### src/rtl/edge_pkg.sv
// Shared definitions for the multi-channel edge detector.
//   EDGE_* : per-channel edge-mode encodings (bit 0 = rise enable, bit 1 = fall enable)
//   cnt_width() : width of the per-channel filter counter
package edge_pkg;

  localparam logic [1:0] EDGE_OFF  = 2'b00;
  localparam logic [1:0] EDGE_RISE = 2'b01;
  localparam logic [1:0] EDGE_FALL = 2'b10;
  localparam logic [1:0] EDGE_BOTH = 2'b11;

  // At least one bit so FILT_CYCLES == 1 still yields a legal vector.
  function automatic int unsigned cnt_width(input int unsigned cycles);
    return (cycles > 1) ? $clog2(cycles) : 1;
  endfunction

endpackage

### src/rtl/edge_filter_ch.sv
// One channel of the edge detector: synchroniser chain, debounce filter, filtered level and
// registered one-cycle rise/fall pulses.
//   clk   : system clock, rising edge
//   rst   : synchronous active-high reset
//   sig   : raw (possibly asynchronous) input
//   level : filtered, debounced level
//   rise  : one-cycle pulse when level goes 0->1
//   fall  : one-cycle pulse when level goes 1->0
module edge_filter_ch
  import edge_pkg::*;
#(
  parameter int unsigned SYNC_STAGES = 2,
  parameter int unsigned FILT_CYCLES = 4
) (
  input  logic clk,
  input  logic rst,
  input  logic sig,
  output logic level,
  output logic rise,
  output logic fall
);

  localparam int unsigned CntW = cnt_width(FILT_CYCLES);
  localparam logic [CntW-1:0] CntMax = CntW'(FILT_CYCLES - 1);

  logic [SYNC_STAGES-1:0] sync_chain_q;
  logic                   sync_q;
  logic [CntW-1:0]        cnt_q, cnt_d;
  logic                   level_d, rise_d, fall_d;

  assign sync_q = sync_chain_q[SYNC_STAGES-1];

  // A return of sync_q to the current level drops all accumulated credit.
  always_comb begin
    cnt_d   = cnt_q;
    level_d = level;
    rise_d  = 1'b0;
    fall_d  = 1'b0;
    if (sync_q == level) begin
      cnt_d = '0;
    end else if (cnt_q == CntMax) begin
      level_d = sync_q;
      cnt_d   = '0;
      rise_d  = sync_q;
      fall_d  = ~sync_q;
    end else begin
      cnt_d = cnt_q + CntW'(1);
    end
  end

  always_ff @(posedge clk) begin
    if (rst) begin
      sync_chain_q <= '0;
      cnt_q        <= '0;
      level        <= 1'b0;
      rise         <= 1'b0;
      fall         <= 1'b0;
    end else begin
      sync_chain_q[0] <= sig;
      for (int i = 1; i < SYNC_STAGES; i++) begin
        sync_chain_q[i] <= sync_chain_q[i-1];
      end
      cnt_q <= cnt_d;
      level <= level_d;
      rise  <= rise_d;
      fall  <= fall_d;
    end
  end

endmodule

### src/rtl/edge_detect_multi.sv
// Multi-channel synchronising, debouncing edge detector with sticky pending flags and a
// combined interrupt.
//   clk   : system clock, rising edge
//   rst   : synchronous active-high reset
//   sig   : raw input levels [CH]
//   mode  : per-channel edge mode [2*CH]; bits [2i+1:2i] for channel i
//   clr   : per-channel pending clear pulse [CH]
//   level : filtered levels [CH]
//   rise  : rise pulses [CH]
//   fall  : fall pulses [CH]
//   pend  : sticky pending flags [CH]
//   irq   : OR of pending flags, registered alongside pend
module edge_detect_multi
  import edge_pkg::*;
#(
  parameter int unsigned CH          = 8,
  parameter int unsigned SYNC_STAGES = 2,
  parameter int unsigned FILT_CYCLES = 4
) (
  input  logic            clk,
  input  logic            rst,
  input  logic [CH-1:0]   sig,
  input  logic [2*CH-1:0] mode,
  input  logic [CH-1:0]   clr,
  output logic [CH-1:0]   level,
  output logic [CH-1:0]   rise,
  output logic [CH-1:0]   fall,
  output logic [CH-1:0]   pend,
  output logic            irq
);

  logic [CH-1:0] ev;
  logic [CH-1:0] pend_q, pend_d;
  logic          irq_q;

  for (genvar g = 0; g < CH; g++) begin : g_ch
    edge_filter_ch #(
      .SYNC_STAGES(SYNC_STAGES),
      .FILT_CYCLES(FILT_CYCLES)
    ) u_ch (
      .clk  (clk),
      .rst  (rst),
      .sig  (sig[g]),
      .level(level[g]),
      .rise (rise[g]),
      .fall (fall[g])
    );
  end

  always_comb begin
    ev = '0;
    for (int i = 0; i < CH; i++) begin
      unique case (mode[2*i +: 2])
        EDGE_OFF:  ev[i] = 1'b0;
        EDGE_RISE: ev[i] = rise[i];
        EDGE_FALL: ev[i] = fall[i];
        EDGE_BOTH: ev[i] = rise[i] | fall[i];
        default:   ev[i] = 1'b0;
      endcase
    end
  end

  // Set has priority over clear so an event coinciding with a clear is not lost.
  assign pend_d = (pend_q & ~clr) | ev;

  always_ff @(posedge clk) begin
    if (rst) begin
      pend_q <= '0;
      irq_q  <= 1'b0;
    end else begin
      pend_q <= pend_d;
      irq_q  <= |pend_d;
    end
  end

  assign pend = pend_q;
  assign irq  = irq_q;

endmodule

### config.mk
export PLATFORM = sky130hd
export DESIGN_NAME = edge_detect_multi
export DESIGN_NICKNAME = d
export VERILOG_FILES = /design/src/rtl/edge_pkg.sv /design/src/rtl/edge_filter_ch.sv /design/src/rtl/edge_detect_multi.sv
export SDC_FILE = /design/constraint.sdc
export NUM_CORES = 1
export LEC_CHECK = 0
export ABC_CLOCK_PERIOD_IN_PS = 1900
export CORE_ASPECT_RATIO = 2
export CORE_MARGIN = 4
export CORE_UTILIZATION = 50
export DETAILED_ROUTE_END_ITERATION = 12
export PLACE_DENSITY_LB_ADDON = 0.15
export SYNTH_ARGS = -nofsm -noshare
export SYNTH_HDL_FRONTEND = slang
export SYNTH_SLANG_ARGS = --single-unit
### constraint.sdc
create_clock -name clk -period 1.9 [get_ports clk]
set_clock_uncertainty 0.05 [all_clocks]
set_input_delay 0.38 -clock clk [delete_from_list [all_inputs] [get_ports clk]]
set_output_delay 0.38 -clock clk [all_outputs]
set_load 0.1 [all_outputs]
---- Yosys cells after proc, flatten, opt, wreduce, memory -nomap -nowiden ----
Index checks and enable logic that the tools add are counted.
storage, ports and cells
  register bits after elaboration ......... 65
  input bits .............................. 34
  output and inout port bits .............. 33
  word-level logic and storage cells ...... 166
operators by class
  add/subtract/negate cells ............... 8
  equal/unequal tests ..................... 40
  multiplexer cells ....................... 8
  bitwise logic cells ..................... 35
  reduce and logical (&&, ||, !) cells .... 33
operators by type and width
  operator               number
  $eq A2 B2 Y1 const B   24
  $reduce_or A3 Y1       16
  $pmux W1 S4            8
  $not A1 Y1             24
  $add A2 B1 Y2 const B  8
  $eq A2 B1 Y1 const B   8
  $logic_not A2 Y1       8
  $reduce_and A2 Y1      8
  $and A8 B8 Y8          1
  $eq A1 B1 Y1           8
  $not A8 Y8             1
  $or A1 B1 Y1           8
  $or A8 B8 Y8           1
  $reduce_or A8 Y1       1

---- Longest topological paths before layout ----
Gate-level depths: netlist of the first run.
  word-level depth ........................ 4
  mapped depth ............................ 4
  mapped depth without buffers ............ 4

---- Hierarchy ----
From an unflattened synthesis of the first run, not the netlist that was laid out.
unflattened totals
  cell total of the unflattened synthesis .. 173
  area, all modules ....................... 2218.4 sq um
modules (own cells, without submodules)
  module             times used  cells an instance  area an instance (sq um)  seq. area each (sq um)
  edge_filter_ch     8           17                 234.0                     140.1
  edge_detect_multi  1           37                 346.6                     180.2

---- Least setup slack after synthesis of the first run ----
No wires, ideal clock.
  kind .................................... register to register
  start ................................... register pend_q[0], in the netlist pend[0]
  end ..................................... register irq_q, in the netlist irq
  data arrival time ....................... 1.554 ns
  data required time ...................... 1.780 ns
  path slack .............................. 0.227 ns
  cell stages (with the launch flop) ...... 4
  path buffers ............................ 0
  clock period less this slack ............ 1.673 ns
  cells stage by stage .................... dfxtp_1 > a222oi_1 > and4_1 > a21oi_1
between the ends
  word-level cells in the longest chain between the ends .. 3
RTL lines
  item                    RTL line                 text
  from (decl)             edge_detect_multi.sv:33  logic [CH-1:0] pend_q, pend_d;
  from (signal assigned)  edge_detect_multi.sv:71  pend_q <= pend_d;
  $and A8 B8 Y8           edge_detect_multi.sv:64  assign pend_d = (pend_q & ~clr) | ev;
  $or A8 B8 Y8            edge_detect_multi.sv:64
  $reduce_or A8 Y1        edge_detect_multi.sv:72  irq_q <= |pend_d;
  to (signal assigned)    edge_detect_multi.sv:72
  to (decl)               edge_detect_multi.sv:34  logic irq_q;
No other way between the ends.
A chain may end at the register's enable or synchronous reset.

---- Worst setup path after layout of the first run ----
  start ................................... input port clr[3]
  end ..................................... register irq_q, in the netlist irq
between the ends
  word-level cells in the longest chain between the ends .. 4
RTL lines
  item              RTL line                 text
  from (decl)       edge_detect_multi.sv:24  input logic [CH-1:0] clr,
  $not A8 Y8        edge_detect_multi.sv:64
  $and A8 B8 Y8     edge_detect_multi.sv:64
  $or A8 B8 Y8      edge_detect_multi.sv:64
  $reduce_or A8 Y1  edge_detect_multi.sv:72
No other way between the ends.

==> run summary, run 1 <==
DR vias -> 1598
clock root buffer -> clkbuf_8
Clk Latency, worst-skew pair -> 330 ps
syn nets -> 260
total power draw -> 2.76 mW
CP Class -> in -> reg
Post-CTS Resized -> 0
Setup violations, final -> 0
CP Max Fanout -> 2
worst vdd ir -> 0.000947 V
Post-CTS Setup Bufs -> 0
num rows -> 35
clock-pin slew on the worst setup and hold paths -> 60 ps
commonest cells after routing, fill and taps aside -> 65 x dfxtp_1, 32 x nor2_1, 32 x clkdlybuf4s50_1, 32 x buf_12
critical path required time -> 2030 ps
Fillers -> 326
CTS Hold Bufs -> 0
Worst Path Buf+Inv -> 2
Post-route DRC -> 0
Antenna Violating Nets Remaining -> 0
Hold Crit Class -> reg -> reg
Distinct cells, synth -> 16
maxcap violations -> 0
Synthesis Warnings -> 0
port buffer count -> 66
Crit path max-delay family -> compound AO/OA/AOI/OAI gates
Slew HR -> 0.598
Tot GR Track Use -> 0.155
GR Overflow Total -> 0
synthesis-to-finish area growth -> 46.3%
status -> finished clean
CTS tree -> built
Synth Instances -> 218
CP max stage cell -> clkdlybuf4s50_1
Slew @ Worst Pin -> 604 ps
crit path time final -> 1520 ps
DRT iter0 DRCs -> 42
Cell Area, Synth -> 0.00236 sq mm
routed length per instance -> 12.9 um
antenna violations before repair -> 0
# clock sinks -> 65
Routed Wire Length -> 4.25 mm
static leakage -> 1.35 nW
largest net degree at the start of global routing -> 37
leading cell type in the layout, fill and taps excluded -> dfxtp_1
top-area cell type share of the netlist area -> 0.552
CTS Buf Count -> 9
Max Root-Sink Buffers -> 2
layout cells sized above 1 -> 0.196
#FFs+latches synth -> 65
ANT cells -> 0
crit-path cells -> clkdlybuf4s50_1 > inv_1 > a222oi_1 > and4_1 > a21oi_1
first-pass GRT wire length -> 7.09 mm
part of the cycle the worst path needs -> 0.801
CP Launch Type -> input pin
Core ar. -> 0.00460 sq mm
die area -> 0.00594 sq mm
DR pass1 iterations -> 5
area leader, netlist -> dfxtp_1
Initial Util -> 0.512
Worst EP arrival -> 1660 ps
post-synthesis sequential area ratio -> 0.552
fmax -> 657 MHz
worst stage delay on the critical path -> 450 ps
unrepaired setup endpoints after global routing -> false
Max Slew Vio Count -> 0
endpoint type of the worst setup path -> flop
vias per cell -> 4.84
Final Hold Vio Count -> 0
number of global-route vias before repair -> 1663
top cells by area, synth -> dfxtp_1 55%, buf_4 8.0%, nor4bb_1 6.8%
PD cells -> 801 mW/mm^2
Setup TNS -> 0 ps
Nets -> 312
IO Pins -> 67
total number of H-tree levels -> 3
Die Height -> 105 um
Avg Cell Area, Syn -> 10.8 sq um
detailed placement HPWL -> 3.32 mm
RePlAce Congestion -> 0.659
die width -> 56.5 um
[through the flow]
stage	hold WS, ps	area, sq um	utilization	std cells	worst slack [ps]
final	369	3450	0.750	330	379
after global routing	391	3450	0.750	330	334
after CTS	371	3450	0.750	330	359
after detailed placement	361	3230	0.702	314	1.87
after global placement	354	3230	0.702	314	-6.21
after floorplan	347	2360	-	218	227
[report_power, final]
part / total, mW / switching [mW] / internal [mW]
Clock: 1.24 / 0.502 / 0.743
Sequential: 1.39 / 0.0115 / 1.38
Combinational: 0.123 / 0.0400 / 0.0832
[logic make-up after synthesis]
logic type / share of synthesized area
mux: 0.0340
compound gates: 0.0361
fa+ha+maj: 0.0425
xor+xnor: 0.0297
buf+inv: 0.114
flops: 0.552
simple gates: 0.191
[registers in the layout (all words and copies together), names as in the netlist]
register / count
g_ch.u_ch.cnt_q: 16
g_ch.u_ch.sync_chain_q: 16
g_ch.u_ch.fall: 8
g_ch.u_ch.level: 8
g_ch.u_ch.rise: 8
pend: 8
irq: 1
[synthesized netlist by cell type (all sizes together)]
cell and instances:
and2b 2, xnor2 8, dfxtp 65, buf 27, nor4bb 16, and4 2
or3 8, a21oi 1, nor2b 14, inv 16, clkbuf 3, mux2i 8
ha 8, a222oi 8, nor2 32
[metal layers]
layer | wire length, um | vias up | GRT usage
li1 | - | 816 | -
met1 | 1530 | 735 | 0.144
met2 | 2450 | 45 | 0.281
met3 | 234 | 2 | 0.0606
met4 | 29 | 0 | 0.0798
met5 | 0 | - | 0
[worst paths after layout]
kind                          from               endpoint  slack [ps]  depth (start not counted)
max                         clr[3]                    irq         380                          5
min          g_ch[4].u_ch.cnt_q[0]  g_ch[4].u_ch.cnt_q[0]         370                          1
max reg2reg                pend[3]                    irq         570                          3
min reg2reg  g_ch[4].u_ch.cnt_q[0]  g_ch[4].u_ch.cnt_q[0]         370                          1
[area by class of cell]
cell class	instances	area [sq um]	share of cell area
inverters	16	60.1	0.0174
flip-flops and latches	65	1300	0.377
multi-input cells	107	786	0.228
clock inverters	6	92.6	0.0269
well taps	55	68.8	0.0200
repair buffers	71	1010	0.293
clock buffers	10	128	0.0370
No activity file was read; power rests on OpenSTA's default activity.
==> run 2, diff against run 1 <==
--- a/config.mk
+++ b/config.mk
@@ -5,10 +5,10 @@
 export SDC_FILE = /design/constraint.sdc
 export NUM_CORES = 1
 export LEC_CHECK = 0
-export ABC_CLOCK_PERIOD_IN_PS = 1900
+export ABC_CLOCK_PERIOD_IN_PS = 1300
 export CORE_ASPECT_RATIO = 2
 export CORE_MARGIN = 4
-export CORE_UTILIZATION = 50
+export CORE_UTILIZATION = 42
 export DETAILED_ROUTE_END_ITERATION = 12
 export PLACE_DENSITY_LB_ADDON = 0.15
 export SYNTH_ARGS = -nofsm -noshare
==> constraint.sdc (replaced) <==
create_clock -name clk -period 1.3 [get_ports clk]
set_clock_uncertainty 0.05 [all_clocks]
set_input_delay 0.26 -clock clk [delete_from_list [all_inputs] [get_ports clk]]
set_output_delay 0.26 -clock clk [all_outputs]
set_load 0.1 [all_outputs]
==> run summary, run 2 (same netlist as run 1, synthesis figures left out) <==
status -> complete, but fails checks
failing checks -> setup timing
biggest regs -> g_ch.u_ch.cnt_q (16), g_ch.u_ch.sync_chain_q (16)
Slew @ Worst Pin -> 436 ps
Clk Latency, worst-skew pair -> 330 ps
Worst EP arrival -> 1490 ps
Setup TNS -> -16.9 ps
origin of the critical flop-to-flop path -> pend[0]
DR vias -> 1676
leading cell type in the layout, fill and taps excluded -> dfxtp_1
crit path time final -> 1320 ps
# clock sinks -> 65
GR Overflow Total -> 0
static leakage -> 1.47 nW
Max Root-Sink Buffers -> 2
first-pass GRT wire length -> 7.03 mm
clock share of power -> 0.427
Nets -> 327
hold_sp -> clr[2]
CTS Hold Bufs -> 0
Max Slew Vio Count -> 0
sw power -> 752 uW
Fin Hold WS -> 271 ps
Post-route DRC -> 0
die area -> 0.00694 sq mm
synthesis-to-finish area growth -> 53.2%
Slew HR -> 0.709
Setup violations, final -> 1
total power draw -> 3.86 mW
CTS Buf Count -> 9
die width -> 61.0 um
number of global-route vias before repair -> 1651
endpoint type of the worst setup path -> flop
Finished Cell Area -> 0.00361 sq mm
sequential power share -> 0.524
worst vdd ir -> 0.000965 V
unrepaired setup endpoints after global routing -> true
Cell Area, Placed -> 0.00337 sq mm
Final WS setup -> -16.9 ps
port buffer count -> 66
largest net degree at the start of global routing -> 20
part of the cycle the worst path needs -> 1.01
CTS tree -> built
logic gate share of total power -> 0.049
critical path startpoint -> clr[1]
RePlAce Congestion -> 0.732
DRT iter0 DRCs -> 41
CP Class -> in -> reg
detailed placement HPWL -> 3.31 mm
Final Hold Vio Count -> 0
clock root buffer -> clkbuf_8
CP Max Fanout -> 2
Initial Util -> 0.435
fmax -> 759 MHz
total number of H-tree levels -> 3
critical path required time -> 1470 ps
clock-pin slew on the worst setup and hold paths -> 60 ps
Tot GR Track Use -> 0.138
ANT cells -> 0
DR pass1 iterations -> 4
cell-internal power -> 3.11 mW
Antenna Violating Nets Remaining -> 0
PD cells -> 1070 mW/mm^2
layout cells sized above 1 -> 0.318
Routed Wire Length -> 4.29 mm
num rows -> 38
vias per cell -> 4.80
antenna violations before repair -> 0
maxcap violations -> 0
IO Pins -> 67
commonest cells after routing, fill and taps aside -> 43 x dfxtp_1, 33 x buf_12, 32 x nor2_1, 29 x clkdlybuf4s50_1, 19 x buf_4
sw frac -> 0.195
Hold Crit Class -> in -> reg
routed length per instance -> 12.3 um
Core ar. -> 0.00542 sq mm
Die Height -> 114 um
CP Launch Type -> input pin
run 2: changes by cell type in the layout (fill, tap and decap cells not counted), sizes merged:
cell / before / now
buf: 39 / 54
clkdlybuf4s50: 32 / 29
clkbuf: 10 / 12
clkinvlp: 2 / 0
dlymetal6s2s: 0 / 2
bufinv: 2 / 1
dlygate4sd2: 0 / 1
run 2: layout make-up:
class / count / area [sq um]
clock buffers: 12 / 155
multi-input cells: 107 / 792
inverters: 16 / 60.1
well taps: 60 / 75.1
clock inverters: 3 / 40.0
flip-flops and latches: 65 / 1340
repair buffers: 86 / 1140
fillers: 430 / 1810
run 2: through the flow:
| stage | utilization | setup WS [ps] | instances |
|---|---|---|---|
| detailed placement | 0.621 | -411 | 332 |
| global placement | 0.621 | -403 | 332 |
| finish | 0.666 | -16.9 | 349 |
| floorplan | - | 27.4 | 218 |
| global route | 0.666 | -55.3 | 349 |
| CTS | 0.661 | -6.41 | 348 |
run 2: worst paths after layout:
check | end | slack, ps | cells past startpoint
hold reg to reg | g_ch[6].u_ch.cnt_q[0] | 370 | 1
setup reg to reg | irq | 10 | 3
hold / removal | pend[2] | 270 | 4
setup / recovery | irq | -20 | 5
run 2: power groups by stage:
| stage | logic, mW | registers [mW] | clock network, mW |
|---|---|---|---|
| final | 0.188 | 2.03 | 1.65 |
| after global routing | 0.207 | 2.03 | 1.81 |
| after CTS | 0.192 | 2.03 | 1.71 |
| after detailed placement | 0.191 | 2.07 | 0 |
| after global placement | 0.188 | 2.07 | 0 |
| after floorplan | 0.0664 | 2.07 | 0 |
run 2: what timing repair did:
item                       4_1_cts  5_1_grt
gates cloned                     0        0
setup buffers                    1        1
setup endpoints to repair       10        9
gates resized for setup         10       10
pin swaps                        3        6
run 2: metal layers:
metal,GRT usage,vias to the layer above,wire (um),part of all wire
met5,0,-,0,0
met4,0.0695,0,97,0.023
met3,0.0600,9,336,0.078
met2,0.234,48,2300,0.54
met1,0.137,772,1550,0.36
li1,-,847,-,-
run 2: critical path, stage by stage:
cell and delay, ps:
clkdlybuf4s50_1 450, inv_1 40, a222oi_1 400, and4_4 290, a21oi_2 50
